===== config.mk =====
export PLATFORM = sky130hd
export DESIGN_NAME = disp_bcd_conv
export DESIGN_NICKNAME = d
export VERILOG_FILES = /design/src/rtl/disp_bcd_conv.sv
export SDC_FILE = /design/constraint.sdc
export NUM_CORES = 1
export LEC_CHECK = 0
export ABC_CLOCK_PERIOD_IN_PS = 2000
export CORE_ASPECT_RATIO = 1.25
export CORE_MARGIN = 2
export CORE_UTILIZATION = 50
export CTS_CLUSTER_DIAMETER = 40
export DETAILED_ROUTE_END_ITERATION = 10
export PLACE_DENSITY = 0.73
export SLEW_MARGIN = 15
export SYNTH_ARGS = -nofsm -noshare
export SYNTH_HDL_FRONTEND = slang
export SYNTH_SLANG_ARGS = --single-unit

===== constraint.sdc =====
create_clock -name clk -period 2 [get_ports clk]
set_clock_uncertainty 0.15 [all_clocks]
set_input_delay 0.3 -clock clk [delete_from_list [all_inputs] [get_ports clk]]
set_output_delay 0.3 -clock clk [all_outputs]
set_load 0.1 [all_outputs]

===== src/rtl/disp_bcd_conv.sv =====
// 16-bit binary to four-digit display formatter: decimal via shift-and-add-3
// (saturating at 9999) or hex via nibble split. Digits hold until each done.
module disp_bcd_conv (
  input  logic        clk,
  input  logic        rst_n,
  input  logic        start,
  input  logic [15:0] value,
  input  logic        hex_mode,
  output logic        busy,
  output logic        done,
  output logic        ovf,
  output logic [3:0]  d0,
  output logic [3:0]  d1,
  output logic [3:0]  d2,
  output logic [3:0]  d3
);

  // state | meaning
  // IDLE  | waiting for start; digits hold last result
  // CONV  | hex: one cycle to publish; decimal: 14 shift-and-add-3 iterations
  typedef enum logic {IDLE, CONV} state_t;

  state_t      state;
  logic [15:0] operand;
  logic [15:0] scratch;
  logic [15:0] scratch_adj;
  logic [15:0] scratch_nxt;
  logic [3:0]  cnt;
  logic        mode_hex;
  logic        pend_ovf;

  always_comb begin
    scratch_adj = scratch;
    for (int i = 0; i < 4; i++) begin
      if (scratch[4*i +: 4] >= 4'd5)
        scratch_adj[4*i +: 4] = scratch[4*i +: 4] + 4'd3;
    end
    // decimal operand is at most 14 bits, so bit 13 is its MSB
    scratch_nxt = {scratch_adj[14:0], operand[13]};
  end

  always_ff @(posedge clk or negedge rst_n) begin
    if (!rst_n) begin
      state    <= IDLE;
      operand  <= '0;
      scratch  <= '0;
      cnt      <= '0;
      mode_hex <= 1'b0;
      pend_ovf <= 1'b0;
      busy     <= 1'b0;
      done     <= 1'b0;
      ovf      <= 1'b0;
      d0       <= '0;
      d1       <= '0;
      d2       <= '0;
      d3       <= '0;
    end else begin
      done <= 1'b0;
      case (state)
        IDLE: begin
          if (start) begin
            state    <= CONV;
            busy     <= 1'b1;
            mode_hex <= hex_mode;
            scratch  <= '0;
            cnt      <= '0;
            if (hex_mode) begin
              operand  <= value;
              pend_ovf <= 1'b0;
            end else if (value > 16'd9999) begin
              operand  <= 16'd9999;
              pend_ovf <= 1'b1;
            end else begin
              operand  <= {2'b00, value[13:0]};
              pend_ovf <= 1'b0;
            end
          end
        end
        CONV: begin
          if (mode_hex) begin
            {d3, d2, d1, d0} <= operand;
            ovf   <= 1'b0;
            done  <= 1'b1;
            busy  <= 1'b0;
            state <= IDLE;
          end else begin
            scratch <= scratch_nxt;
            operand <= operand << 1;
            cnt     <= cnt + 4'd1;
            if (cnt == 4'd13) begin
              {d3, d2, d1, d0} <= scratch_nxt;
              ovf   <= pend_ovf;
              done  <= 1'b1;
              busy  <= 1'b0;
              state <= IDLE;
            end
          end
        end
      endcase
    end
  end

endmodule


**Word-level counts from Yosys, hierarchy flattened**

Cells that the tools add are included.
Widths: inputs -> output; s select.

- Bits in registers: 58
- Bits in latches: 0
- Memory bits (writable): 0
- Bits in read-only memories: 0
- Bits of input ports: 20
- Output and inout bits: 19
- Word-level logic and storage cells: 71
- Memories kept: 0

- $add $sub $neg: 5
- Multipliers: 0
- Divide/modulo/power cells: 0
- $lt $le $gt $ge: 5
- Eq/ne operators: 4
- Shifts and indexed selects: 0
- Muxes and demuxes: 38
- Bitwise gates (word level): 1
- Reduce and logical (&&, ||, !) cells: 5

Operator list:

| kind | number |
|---|---|
| $mux 16 | 5 |
| $pmux 16 s2 | 2 |
| $mux 4 | 13 |
| $ge 4x3->1 const B | 4 |
| $gt 16x14->1 const B | 1 |
| $mux 14 | 1 |
| $mux 1 | 13 |
| $add 4x2->4 const B | 3 |
| $pmux 4 s2 | 1 |
| $reduce_and 2->1 | 4 |
| $add 4x1->4 const B | 1 |
| $eq 4x4->1 const B | 1 |
| $ne 2x2->1 const B | 2 |
| $pmux 1 s2 | 2 |
| $add 3x2->3 const B | 1 |
| $mux 3 | 1 |
| $ne 3x1->1 const B | 1 |
| $reduce_bool 2->1 | 1 |
| $not 1->1 | 1 |

**Longest topological paths before layout**

- Depth after elaboration: 5
- Depth in mapped cells: 7
- Depth with buffers taken out: 6

**Worst setup path after synthesis**

Ideal clock, no wire load.

- Kind: register to register
- Start point: register cnt[0]
- End point: register d0[2]
- Setup time: 0.126 ns
- Data arrival time: 1.383 ns
- Required time: 1.724 ns
- Setup slack: 0.341 ns
- Cell stages (with the launch flop): 6
- Path buffers: 0
- Period minus slack after synthesis: 1.659 ns
- Path through: dfrtp_1 -> ha_1 -> and3_4 -> o21ai_4 -> nor2_1 -> a221o_1

- Longest elaborated chain between the ends: 3

RTL lines:

| item | RTL line | source |
|---|---|---|
| start, declared | 28 | `logic [3:0] cnt;` |
| start signal, assigned | 89 | `cnt <= cnt + 4'd1;` |
| $eq 4x4->1 | 90 | `if (cnt == 4'd13) begin` |
| $reduce_bool 2->1 (no source line) | - |  |
| $reduce_and 2->1 (no source line) | - |  |
| end signal, assigned | 81 | `{d3, d2, d1, d0} <= operand;` |
| end signal, assigned | 91 | `{d3, d2, d1, d0} <= scratch_nxt;` |
| end, declared | 12 | `output logic [3:0] d0,` |

No other way between the ends.
A chain may end at the register's enable or synchronous reset.

**Final worst setup path**

- Start point: register scratch[8]
- End point: register d2[2]

- Longest elaborated chain between the ends: 4
- Elaborated cells on any way between the ends: 5
- Those cells by class: add/sub: 1; order compare: 1; mux: 3

RTL lines:

| item | RTL line | source |
|---|---|---|
| start, declared | 25 | `logic [15:0] scratch;` |
| start signal, assigned | 87 | `scratch <= scratch_nxt;` |
| $add 4x2->4 / $ge 4x3->1 (equally long branches) | 36, 35 |  |
| $mux 4 * | 35 | `if (scratch[4*i +: 4] >= 4'd5)` |
| $mux 4 * | 90 |  |
| $mux 4 * | 80 | `if (mode_hex) begin` |
| end signal, assigned | 81 |  |
| end signal, assigned | 91 |  |
| end, declared | 14 | `output logic [3:0] d2,` |

Every way passes the cells marked *; elsewhere a longest branch is shown, timed or not. The select of a mux whose other input is x is not followed.

==> flow_summary.ini <==
[run]
drv_cap = 0

[timing]
worst_pin_slew_ns = 0.554
slew_headroom_pct = 63.1
fin_tns_setup_ns = 0
drv_slew = 0
min_period_ns = 1.76
rsz0062_at_grt = false
timing_hold_violations_final = 0
finalSetupViolCount = 0
fmax_mhz = 567
min_period_over_period_pct = 88.2

[clock_network]
cts.clk_slew.worst_paths_ns = 0.06
cts_buffers = 9
clockRootBuffer = clkbuf_8
worstSkewPairLatency_ns = 0.34
post_cts_buffers = 0
cts_tree = done
htreeDepth = 3
cts_num_sinks = 58
ctsLongestPathBuffers = 2

[global_route]
grt_pass1_vias = 2328
grtUsageTotal_pct = 22.4
grt_pass1_wl_mm = 11.4
antenna_found_initial = 0
gr-total-overflow = 0
grt_max_degree = 25

[routing]
finalWirelength_mm = 6.71
num_vias = 2407
wl_met3_um = 287
drt_iter0_markers = 182
ant_nets = 0
drtPass1Iterations = 4
route.detailed.drc = 0
topRoutingLayerUsed = met4
wl_per_cell_um = 15.2
met2_length_mm = 3.28
via_per_inst = 5.47
wl_met1_mm = 3.02

[logic_synthesis]
synthCells = 306
synth-edff-count = 0
async_reset_ff_share_pct = 100
synth-seq-area-share_pct = 47.6
synth_cell_types = 47
syn_nets = 336
synth_common_cells = dfrtp_1 (58), o21ai_0 (34), a21oi_1 (28)
synthFlopType = dfrtp_1
netlist_area_um2 = 3050
synth.area.top_cells = dfrtp_1 (48%), o21ai_0 (5.6%), a21oi_1 (4.6%)
synth_top_area_share_pct = 47.6
synth_seq_cells = 58
synth-warning-count = 0
syn_avg_cell_area_um2 = 9.97
yosys.area.top_type = dfrtp_1
synth.most_common_cell = dfrtp_1

[setup_path]
arrival_ns = 1.84
start_kind = register
crit_type = reg -> reg
cp-end-kind = register
required_ns = 2.08
crit_fanout = 3

[floorplanning]
start_util_pct = 52.1
die_y_um = 91.3
die_x_um = 73.9
ioPinCount = 39
rows = 31
die_area_um2 = 6750
core_um2 = 5860

[run_status]
status = finished, final reports clean

[min_path]
min_path_type = in -> async

[placed_design]
place.detailed.hpwl_mm = 4.90
gp_congestion = 0.839
port_buffers = 38

[finish]
drive_gt1_share_pct = 22.1
syn2layout_area_growth_pct = 21.5
antenna_cells = 0
fin_nets = 383
## sequential cells by signal, indices dropped and copies added, names as in the netlist, 4 cells and up
register  count
cnt           4
d1            4
d2            4
scratch      16
operand      16
d3            4
d0            4
## final cells by class
class                      instances  area (µm²)
fill                             479        2150
multi-input combinational        220        1440
sequential                        58        1450
timing repair buffer              53         455
clock inverter                     5        77.6
tap                               82         103
clock buffer                      11         141
inverter                          11        41.3
## metal layers
metal | track usage [%] | vias to the layer above
li1 | - | 1183
met2 | 34.8 | 55
met5 | 0 | -
met3 | 6.10 | 12
met4 | 9.55 | 0
met1 | 29.1 | 1157
## final timing paths
kind | start | slack [ns] | to | cells after the start
setup / recovery | scratch[8]$_DFFE_PN0P_ | 0.24 | d2[2]$_DFFE_PN0P_ | 6
hold / removal | rst_n | 0.33 | cnt[0]$_DFFE_PN0P_ | 2
setup reg to reg | scratch[8]$_DFFE_PN0P_ | 0.24 | d2[2]$_DFFE_PN0P_ | 6
hold reg to reg | cnt[3]$_DFFE_PN0P_ | 0.35 | cnt[3]$_DFFE_PN0P_ | 1
max in group asynchronous | rst_n | 0.78 | d3[0]$_DFFE_PN0P_ | 3
min in group clk | cnt[3]$_DFFE_PN0P_ | 0.35 | cnt[3]$_DFFE_PN0P_ | 1
## critical path: stages, from the launching register on
cell	delay (ns)
dfrtp_1	0.41
inv_1	0.12
ha_1	0.20
nand2b_1	0.09
a21oi_2	0.21
mux2i_1	0.13
a221o_1	0.33
## placed cells by master (no fill, tap or decap), types with 9 or more instances in the layout
| cell type | instances |
|---|---|
| dfrtp_1 | 58 |
| o21ai_0 | 34 |
| buf_4 | 32 |
| a21oi_1 | 28 |
| nand2_1 | 22 |
| nor2_1 | 22 |
| clkdlybuf4s50_1 | 18 |
| and3_1 | 11 |
| inv_1 | 10 |
| o21ai_2 | 10 |
| ha_1 | 10 |
| clkbuf_8 | 10 |
| o22ai_1 | 9 |
## what timing repair did
action,CTS,global route
gates resized for setup,0,0
endpoints found under the hold margin,22,0
hold buffers,1,0
## through the flow
stage	setup WS, ns	util (%)	cell area (µm²)	instances	hold slack (ns)
6_report	0.237	63.3	3710	440	0.329
5_1_grt	0.120	63.3	3710	440	0.379
4_1_cts	0.242	63.3	3710	440	0.327
3_5_place_dp	0.151	59.4	3480	423	0.167
3_3_place_gp	0.168	59.4	3480	423	0.168
2_1_floorplan	0.341	-	3050	306	-0.146
## cell families after synthesis
logic type	after synthesis	share of synthesized area (%)
compound gates	109	22.9
flops	58	47.6
xor+xnor	4	1.15
buf+inv	28	5.29
simple gates	89	16.2
fa+ha+maj	10	4.10
mux	8	2.79
Power is left out: the tool's default activity adds up to more than one toggle a clock period on the data nets, which glitch-free logic cannot reach.
